## config.mk

```make
export PLATFORM = sky130hd
export DESIGN_NAME = ins_fetcher
export DESIGN_NICKNAME = d
export VERILOG_FILES = /design/src/rtl/ins_fetcher.sv
export SDC_FILE = /design/constraint.sdc
export NUM_CORES = 1
export LEC_CHECK = 0
export CORE_MARGIN = 2
export CORE_UTILIZATION = 40
export CTS_CLUSTER_SIZE = 10
export DETAILED_ROUTE_END_ITERATION = 8
export PLACE_DENSITY = 0.7
export SETUP_SLACK_MARGIN = 0.5
export SKIP_CTS_REPAIR_TIMING = 1
export SLEW_MARGIN = 20
export SYNTH_ARGS = -nofsm -noshare
export SYNTH_HDL_FRONTEND = slang
export SYNTH_SLANG_ARGS = --single-unit
```

## constraint.sdc

```tcl
create_clock -name clk -period 5.31 [get_ports clk]
set_clock_uncertainty 0.2 [all_clocks]
set_input_delay 0.531 -clock clk [delete_from_list [all_inputs] [get_ports clk]]
set_output_delay 0.531 -clock clk [all_outputs]
set_load 0.01 [all_outputs]
```

## src/rtl/ins_fetcher.sv

```systemverilog
// ins_fetcher: single-outstanding instruction fetch FSM feeding the insq.
// Optional feature macro: STATIC_JAL_EN (follow JAL targets at fetch time).
module ins_fetcher (
   input  logic        clk,
   input  logic        reset,
   input  logic        ready,
   input  logic        clear,
   input  logic [31:0] clear_pc,
   output logic        mem_req,
   output logic [31:0] mem_addr,
   input  logic        mem_done,
   input  logic [31:0] mem_data,
   input  logic        insq_full,
   output logic        push,
   output logic [31:0] push_ins,
   output logic [31:0] push_pc
);

   typedef enum logic [1:0] {
      IDLE,
      WAIT,
      DISCARD
   } state_e;

   state_e      state_q, state_d;
   logic [31:0] pc_q, pc_d;
   logic        mem_req_q, mem_req_d;
   logic [31:0] mem_addr_q, mem_addr_d;
   logic        push_q, push_d;
   logic [31:0] push_ins_q, push_ins_d;
   logic [31:0] push_pc_q, push_pc_d;

   logic [31:0] seq_pc;
   logic [31:0] next_pc;
   logic        can_issue;

   assign seq_pc = pc_q + 32'd4;

`ifdef STATIC_JAL_EN
   logic        is_jal;
   logic [31:0] jal_imm;

   assign is_jal  = (mem_data[6:0] == 7'b1101111);
   assign jal_imm = {{11{mem_data[31]}},
                     mem_data[31],
                     mem_data[19:12],
                     mem_data[20],
                     mem_data[30:21],
                     1'b0};
   assign next_pc = is_jal ? (pc_q + jal_imm) : seq_pc;
`else
   assign next_pc = seq_pc;
`endif

   // A push in flight is not yet visible in insq_full.
   assign can_issue = !insq_full && !push_q;

   always_comb begin
      state_d    = state_q;
      pc_d       = pc_q;
      mem_req_d  = mem_req_q;
      mem_addr_d = mem_addr_q;
      push_d     = push_q;
      push_ins_d = push_ins_q;
      push_pc_d  = push_pc_q;

      if (clear) begin
         pc_d   = clear_pc;
         push_d = 1'b0;
         case (state_q)
            IDLE: begin
               state_d = IDLE;
            end
            WAIT: begin
               if (mem_done) begin
                  mem_req_d = 1'b0;
                  state_d   = IDLE;
               end else begin
                  state_d = DISCARD;
               end
            end
            DISCARD: begin
               if (mem_done) begin
                  mem_req_d = 1'b0;
                  state_d   = IDLE;
               end
            end
            default: begin
               mem_req_d = 1'b0;
               state_d   = IDLE;
            end
         endcase
      end else if (ready) begin
         push_d = 1'b0;
         case (state_q)
            IDLE: begin
               if (can_issue) begin
                  mem_req_d  = 1'b1;
                  mem_addr_d = pc_q;
                  state_d    = WAIT;
               end
            end
            WAIT: begin
               if (mem_done) begin
                  mem_req_d  = 1'b0;
                  push_d     = 1'b1;
                  push_ins_d = mem_data;
                  push_pc_d  = pc_q;
                  pc_d       = next_pc;
                  state_d    = IDLE;
               end
            end
            DISCARD: begin
               if (mem_done) begin
                  mem_req_d = 1'b0;
                  state_d   = IDLE;
               end
            end
            default: begin
               mem_req_d = 1'b0;
               state_d   = IDLE;
            end
         endcase
      end
   end

   always_ff @(posedge clk) begin
      if (reset) begin
         state_q    <= IDLE;
         pc_q       <= 32'd0;
         mem_req_q  <= 1'b0;
         mem_addr_q <= 32'd0;
         push_q     <= 1'b0;
         push_ins_q <= 32'd0;
         push_pc_q  <= 32'd0;
      end else begin
         state_q    <= state_d;
         pc_q       <= pc_d;
         mem_req_q  <= mem_req_d;
         mem_addr_q <= mem_addr_d;
         push_q     <= push_d;
         push_ins_q <= push_ins_d;
         push_pc_q  <= push_pc_d;
      end
   end

   assign mem_req  = mem_req_q;
   assign mem_addr = mem_addr_q;
   assign push     = push_q;
   assign push_ins = push_ins_q;
   assign push_pc  = push_pc_q;

endmodule
```

# [Word-level counts from Yosys, hierarchy flattened]
# Cells that the tools add are included.
# W data, S select, Z words.
[word_totals] input_bits=70 word_cells=47 output_inout_bits=98 reg_bits=132
[op_classes] n_reduce_logical=14 n_bitwise=1 add_sub_neg=1 eq_ne=5 mux=19
[op_table] op="$mux W32" n=4
[op_table] op="$add A32 B3 Y32 const B" n=1
[op_table] op="$mux W2" n=5
[op_table] op="$pmux W2 S2" n=2
[op_table] op="$reduce_and A4 Y1" n=2
[op_table] op="$mux W1" n=6
[op_table] op="$reduce_and A3 Y1" n=2
[op_table] op="$reduce_bool A2 Y1" n=3
[op_table] op="$ne A2 B2 Y1 const B" n=2
[op_table] op="$pmux W1 S2" n=2
[op_table] op="$reduce_or A2 Y1" n=2
[op_table] op="$ne A3 B3 Y1 const B" n=1
[op_table] op="$eq A2 B1 Y1 const B" n=1
[op_table] op="$eq A2 B2 Y1 const B" n=1
[op_table] op="$logic_not A1 Y1" n=2
[op_table] op="$logic_not A2 Y1" n=1
[op_table] op="$reduce_and A2 Y1" n=1
[op_table] op="$logic_and A1 B1 Y1" n=1
[op_table] op="$not A1 Y1" n=1

# [Depth between registers and ports, before layout]
# Gate-level depths: netlist of the first run.
[logic_depth] depth_word=6 depth_mapped=8 ltp_nobuf=6

# [Worst setup path after synthesis of the first run]
# OpenSTA, ideal clock, no wires.
[synth_path] path_kind="input -> register" from="input ready" to="register pc_q[22]" setup_ns=0.091 required_ns=5.019 setup_slack_ns=3.101 path_buffers=2 arrival_time_ns=1.918 cell_stages=6 path_cell_list="clkbuf_1 > and3_1 > buf_2 > nand2_1 > or4_1 > a311oi_1"
[synth_via] elab_chain_cells=2
[synth_rtl] item="from (decl)" line_no="6" text="input logic ready,"
[synth_rtl] item="$reduce_bool A2 Y1 (no line)"
[synth_rtl] item="$reduce_and A3 Y1 (no line)"
[synth_rtl] item="to (signal assigned)" line_no="138" text="pc_q <= pc_d;"
[synth_rtl] item="to (decl)" line_no="26" text="logic [31:0] pc_q, pc_d;"
# Every way passes these cells.
# A chain may end at the register's enable or synchronous reset.

# [Worst setup path in the final report of the first run]
[layout_path] from="input clear" to="register push_pc_q[2], in the netlist push_pc[2]"
[layout_via] elab_chain_cells=2
[layout_rtl] item="from (decl)" line_no="7" text="input logic clear,"
[layout_rtl] item="$not A1 Y1 (no line)"
[layout_rtl] item="$reduce_and A4 Y1 (no line)"
[layout_rtl] item="to (signal assigned)" line_no="143" text="push_pc_q <= push_pc_d;"
[layout_rtl] item="to (decl)" line_no="31" text="logic [31:0] push_pc_q, push_pc_d;"
# Every way passes these cells.

==> results of run 1 <==
==> stage by stage <==
step	instance area, sq um	std cells
finish	7820	1027
global route	7820	1027
CTS	7810	1027
detailed placement	7220	995
global placement	7220	995
floorplan	5490	702
==> placed cells by master, fill, tap and decap left out, types with 3 or more instances in the layout <==
cell,synthesis,routed
nand2_1,209,209
clkdlybuf4s50_1,0,166
dfxtp_1,132,132
a21oi_1,102,102
nor2_1,31,31
nand4_1,17,17
clkbuf_16,0,17
nand3_1,14,14
nor3_1,13,13
a311oi_1,13,13
a211oi_1,10,10
and4_1,10,9
o31ai_1,8,8
o21ai_0,8,8
buf_4,0,8
or3_1,7,7
inv_1,6,6
or4_1,7,6
ha_1,6,6
clkbuf_8,0,6
xnor2_1,5,5
and3_1,4,4
clkinvlp_4,0,4
and2_1,3,3
a2111oi_0,3,3
nor4_1,4,3
nand2b_1,3,3
xor2_1,3,3
==> cell type report <==
cell class | count | area [sq um] | share of cell area (%)
Clock inverter | 7 | 70.1 | 0.896
Clock buffer | 25 | 515 | 6.59
Sequential cell | 132 | 2640 | 33.8
Multi-Input combinational cell | 506 | 2620 | 33.5
Tap cell | 176 | 220 | 2.82
Inverter | 7 | 26.3 | 0.336
Timing Repair Buffer | 174 | 1720 | 22.0
==> registers in the layout, indices dropped and copies added (netlist names) <==
register,cells
push_ins,32
push_pc,32
mem_req,1
push,1
pc_q,32
mem_addr,32
state_q,2
==> cell families (layout without fill, tap and decap cells) <==
kind of cell	Yosys count	count (layout)	share of synthesized area (%)
simple gates	337	337	28.1
xor+xnor	8	8	1.28
fa+ha+maj	6	6	1.37
flops	132	132	48.1
compound gates	153	153	16.3
mux	2	2	0.365
buf+inv	64	213	4.44
==> tightest hold or removal path, stage by stage, from the launching register on <==
cell     delay (ns)
dfxtp_1        0.30
nand2_1        0.05
a21oi_1        0.05
==> power groups by stage <==
stage               clock network (uW)  registers, uW  logic (uW)
global placement                     0           1070         148
finish                            1130           1050         152
global route                      1200           1060         166
detailed placement                   0           1070         151
CTS                               1150           1050         152
floorplan                            0           1060        77.0
==> path summary, 6_finish.rpt <==
kind                  endpoint  cells after the start
setup / recovery    push_pc[2]                      7
hold / removal    push_ins[21]                      2
setup reg to reg      pc_q[25]                      4
hold reg to reg   push_ins[21]                      2
==> metal layers <==
metal	wire (um)	vias to the layer above	share of wire (%)	global-route usage (%)
met5	0	-	0	0
met3	1140	27	7.2	6.63
met2	7220	173	46	33.8
met1	7020	2558	45	27.2
met4	357	0	2.3	10.3
li1	-	2700	-	-
==> flow_metrics.tcl, run 1 <==
set metrics [dict create \
    holdWs_ns 0.252 \
    crit_slowest_cell "clkdlybuf4s50_1" \
    vdd_drop_max_uv 201 \
    switching_share_pct 22.4 \
    synth_commonest_cells "nand2_1 (209), dfxtp_1 (132), a21oi_1 (102), clkbuf_1 (42), nor2_1 (31)" \
    pre_cts_ws_ns 2.22 \
    syn_to_final_growth_pct 42.4 \
    path_class "input pin to flop" \
    yosysSeqAreaShare_pct 48.1 \
    p_switching_uw 522 \
    yosysTopAreaCell "dfxtp_1" \
    power_frac_clock_pct 48.4 \
    p_total_uw 2340 \
    crit_family "buffers and inverters" \
    h-tree-depth 4 \
    fmax_mhz 381 \
    routabilityCongestion 0.818 \
    critPathMaxStageDelay_ns 0.45 \
    remaining_drc_errors 0 \
    critPathRequiredTime_ns 5.45 \
    initial_core_util_pct 41.1 \
    avgViaCountPerCell 5.31 \
    crit_top_cell "buf_4" \
    final_nets 914 \
    grt_max_degree 71 \
    cp-start-kind "input pin" \
    setup_viol 0 \
    hold_viol_final 0 \
    p_comb_share_pct 6.5 \
    drt_iter0_drc 248 \
    grt_first_pass_wirelength_mm 25.1 \
    grt_pass1_vias 5152 \
    num-fill-cells 1251 \
    synthTopCellsByArea "dfxtp_1 (48%), nand2_1 (14%), a21oi_1 (9.3%), clkbuf_1 (2.9%), nor2_1 (2.1%)" \
    cts_made_buffers 17 \
    slew_violations 0 \
    r2r_start "pc_q[4]" \
    crit_path_start "clear" \
    cap_viol_max_count 0 \
    setup_slack_ns 2.68 \
    drive_gt1_share_pct 5.64 \
    antenna_found_initial 0 \
    drt_pre_antenna_iters 4 \
    drtAntennaViolNets 0 \
    syn-num-nets 778 \
    worstPathArrival_ns 2.76 \
    chipWidth_um 121 \
    crit_chain "clkdlybuf4s50_1, buf_4, clkinv_1, nand4_1, buf_4, nand2_1, a21oi_1" \
    syn_area_sq_um 5490 \
    powerDensity_nw_per_um2 299 \
    p_leak_uw 0.00256 \
    worst-path-buf-inv 4 \
    wirelength_mm 15.7 \
    tightestPinTransition_ns 0.906 \
    diodes 0 \
    io_pins 168 \
    coreArea_sq_um 13300 \
    period_share_pct 49.4 \
    synthArstFlopShare_pct 0 \
    dp_hpwl_mm 11.0 \
    netlist.area_leader.share_pct 48.1 \
    clk_pin_slew_ns 0.05 \
    hold_class "flop to flop" \
    fin_util_pct 58.6 \
    intPower_uw 1810 \
    rows 42 \
    rsz0062_at_grt "no" \
    synth.most_common_cell "nand2_1" \
    synth_edf_count 0 \
    cts_tree "done" \
    maxSlewHeadroom_pct 39.1 \
    synth-seq-cells 132 \
    critPathCaptureType "flop" \
    port_buffers 167 \
    ys.flop_type "dfxtp_1" \
    insertion_delay_ns 0.41 \
    die_y_um 121 \
    r2r_slack_ns 2.79 \
    cts_max_path_buffers 2 \
    seqPwrFrac_pct 45.1 \
    cts-root-buf "clkbuf_16" \
    avgSynthCellArea_sq_um 7.82 \
    die_area_sq_um 14700 \
    yosysWarnings 0 \
    status "completed" \
    vias 5458 \
    routedWlPerCell_um 15.3 \
    synthCells 702 \
    min_from "push_ins[21]" \
    clkSinkCount 132 \
    synth_cell_types 49 \
    cp_max_fo 35 \
    layout_min_cycle_time_ns 2.63 \
    setup_tns_ns 0 \
    grt_overflow 0 \
    grt.total_usage_pct 21.6 \
]
No activity file was read; power rests on OpenSTA's default activity.
==> run 2: changes to the inputs <==
==> constraint.sdc (replaced) <==
create_clock -name clk -period 2.75 [get_ports clk]
set_clock_uncertainty 0.2 [all_clocks]
set_input_delay 0.275 -clock clk [delete_from_list [all_inputs] [get_ports clk]]
set_output_delay 0.275 -clock clk [all_outputs]
set_load 0.01 [all_outputs]
==> flow_metrics.tcl, run 2 (synthesized netlist as in run 1, its figures left out) <==
set metrics [dict create \
    die_y_um 121 \
    rsz0062_at_grt "no" \
    crit_slowest_cell "or4_4" \
    wirelength_mm 16.1 \
    seqPwrFrac_pct 41.2 \
    cts_max_path_buffers 2 \
    r2r_start "pc_q[13]" \
    vdd_drop_max_uv 345 \
    initial_core_util_pct 41.1 \
    setup_tns_ns 0 \
    instances_no_fill 1041 \
    multi_input_area_sq_um 2660 \
    h-tree-depth 4 \
    p_total_uw 4920 \
    maxSlewHeadroom_pct 66.9 \
    drt_iter0_drc 372 \
    avgViaCountPerCell 5.37 \
    dp_cells 1007 \
    diodes 0 \
    grt_max_degree 65 \
    grt_first_pass_wirelength_mm 25.7 \
    slew_violations 0 \
    intPower_uw 3900 \
    worstPathArrival_ns 2.28 \
    crit_chain "nand4_1, or4_4, or3_1, a2111oi_1" \
    drt_pre_antenna_iters 5 \
    layout_common_cells "nand2_1 (208), clkdlybuf4s50_1 (166), dfxtp_1 (122)" \
    critPathRequiredTime_ns 2.86 \
    port_buffers 167 \
    syn_to_final_growth_pct 47.4 \
    min_from "reset" \
    switching_share_pct 20.8 \
    p_leak_uw 0.00270 \
    antenna_found_initial 0 \
    cap_viol_max_count 0 \
    routabilityCongestion 0.847 \
    critPathMaxStageDelay_ns 0.60 \
    cts_made_buffers 17 \
    num-fill-cells 1192 \
    chipWidth_um 121 \
    rows 42 \
    crit_path_start "pc_q[13]" \
    routedWlPerCell_um 15.4 \
    layout_commonest_cell "nand2_1" \
    wl_met3_mm 1.18 \
    clkSinkCount 132 \
    cp-start-kind "flop" \
    cts-root-buf "clkbuf_16" \
    drtAntennaViolNets 0 \
    setup_viol 0 \
    period_share_pct 78.8 \
    coreArea_sq_um 13300 \
    cp_max_fo 7 \
    p_switching_uw 1030 \
    p_comb_share_pct 6.4 \
    fmax_mhz 461 \
    grt_overflow 0 \
    status "completed" \
    drive_gt1_share_pct 9.02 \
    wl_met2_mm 7.65 \
    layout.area.seq_sq_um 2660 \
    die_area_sq_um 14700 \
    path_class "flop to flop" \
    critPathCaptureType "flop" \
    clk_pin_slew_ns 0.06 \
    final_nets 928 \
    remaining_drc_errors 0 \
    insertion_delay_ns 0.42 \
    cts_tree "done" \
    power_frac_clock_pct 52.3 \
    highest_layer "met4" \
    hold_viol_final 0 \
    powerDensity_nw_per_um2 608 \
    hold_class "input pin to flop" \
    dp_hpwl_mm 11.0 \
    vias 5594 \
    grt.total_usage_pct 22.1 \
    wl_met1_mm 6.96 \
    io_pins 168 \
    tightestPinTransition_ns 0.497 \
    layout_min_cycle_time_ns 2.17 \
    grt_pass1_vias 5216 \
]
## run 2: worst max-delay path: cells and delay by family (launching register included)
family	cells	cell delay, ns
AND/OR/NAND/NOR	3	1.15
AO/OA/AOI/OAI	1	0.31
flip-flops	1	0.41
## run 2: cell type report
class,instances,share of cell area [%]
Sequential cell,132,32.8
Multi-Input combinational cell,506,32.8
Timing Repair Buffer,188,23.0
Clock buffer,22,5.86
Tap cell,176,2.72
Clock inverter,10,2.47
Inverter,7,0.325
## run 2: metal layers
metal / track usage (%) / vias up
met3: 6.25 / 23
met4: 8.48 / 0
met2: 34.7 / 206
li1: - / 2729
met1: 28.8 / 2636
met5: 0 / -
## run 2: final timing paths
| kind | endpoint | slack, ns | depth (start not counted) |
|---|---|---|---|
| min | mem_addr[29] | 0.13 | 2 |
| min reg2reg | mem_addr[6] | 0.25 | 2 |
| max | pc_q[27] | 0.58 | 4 |
| max reg2reg | pc_q[27] | 0.58 | 4 |
## run 2: metrics by stage
step / hold WS [ns] / area, sq um / util [%] / setup WS [ns]
after global routing: 0.151 / 8100 / 60.6 / 0.506
after floorplan: 0.211 / 5490 / - / 0.652
after global placement: 0.241 / 7350 / 55.1 / 0.254
after detailed placement: 0.245 / 7350 / 55.1 / 0.204
after CTS: 0.114 / 8030 / 60.1 / 0.285
final: 0.127 / 8100 / 60.6 / 0.582
## run 2: power by group through the flow
stage / Sequential [uW] / Clock, uW / Combinational, uW
2_1_floorplan: 2040 / 0 / 149
3_3_place_gp: 2060 / 0 / 308
3_5_place_dp: 2060 / 0 / 313
4_1_cts: 2020 / 2620 / 316
5_1_grt: 2040 / 2710 / 345
6_report: 2030 / 2580 / 317
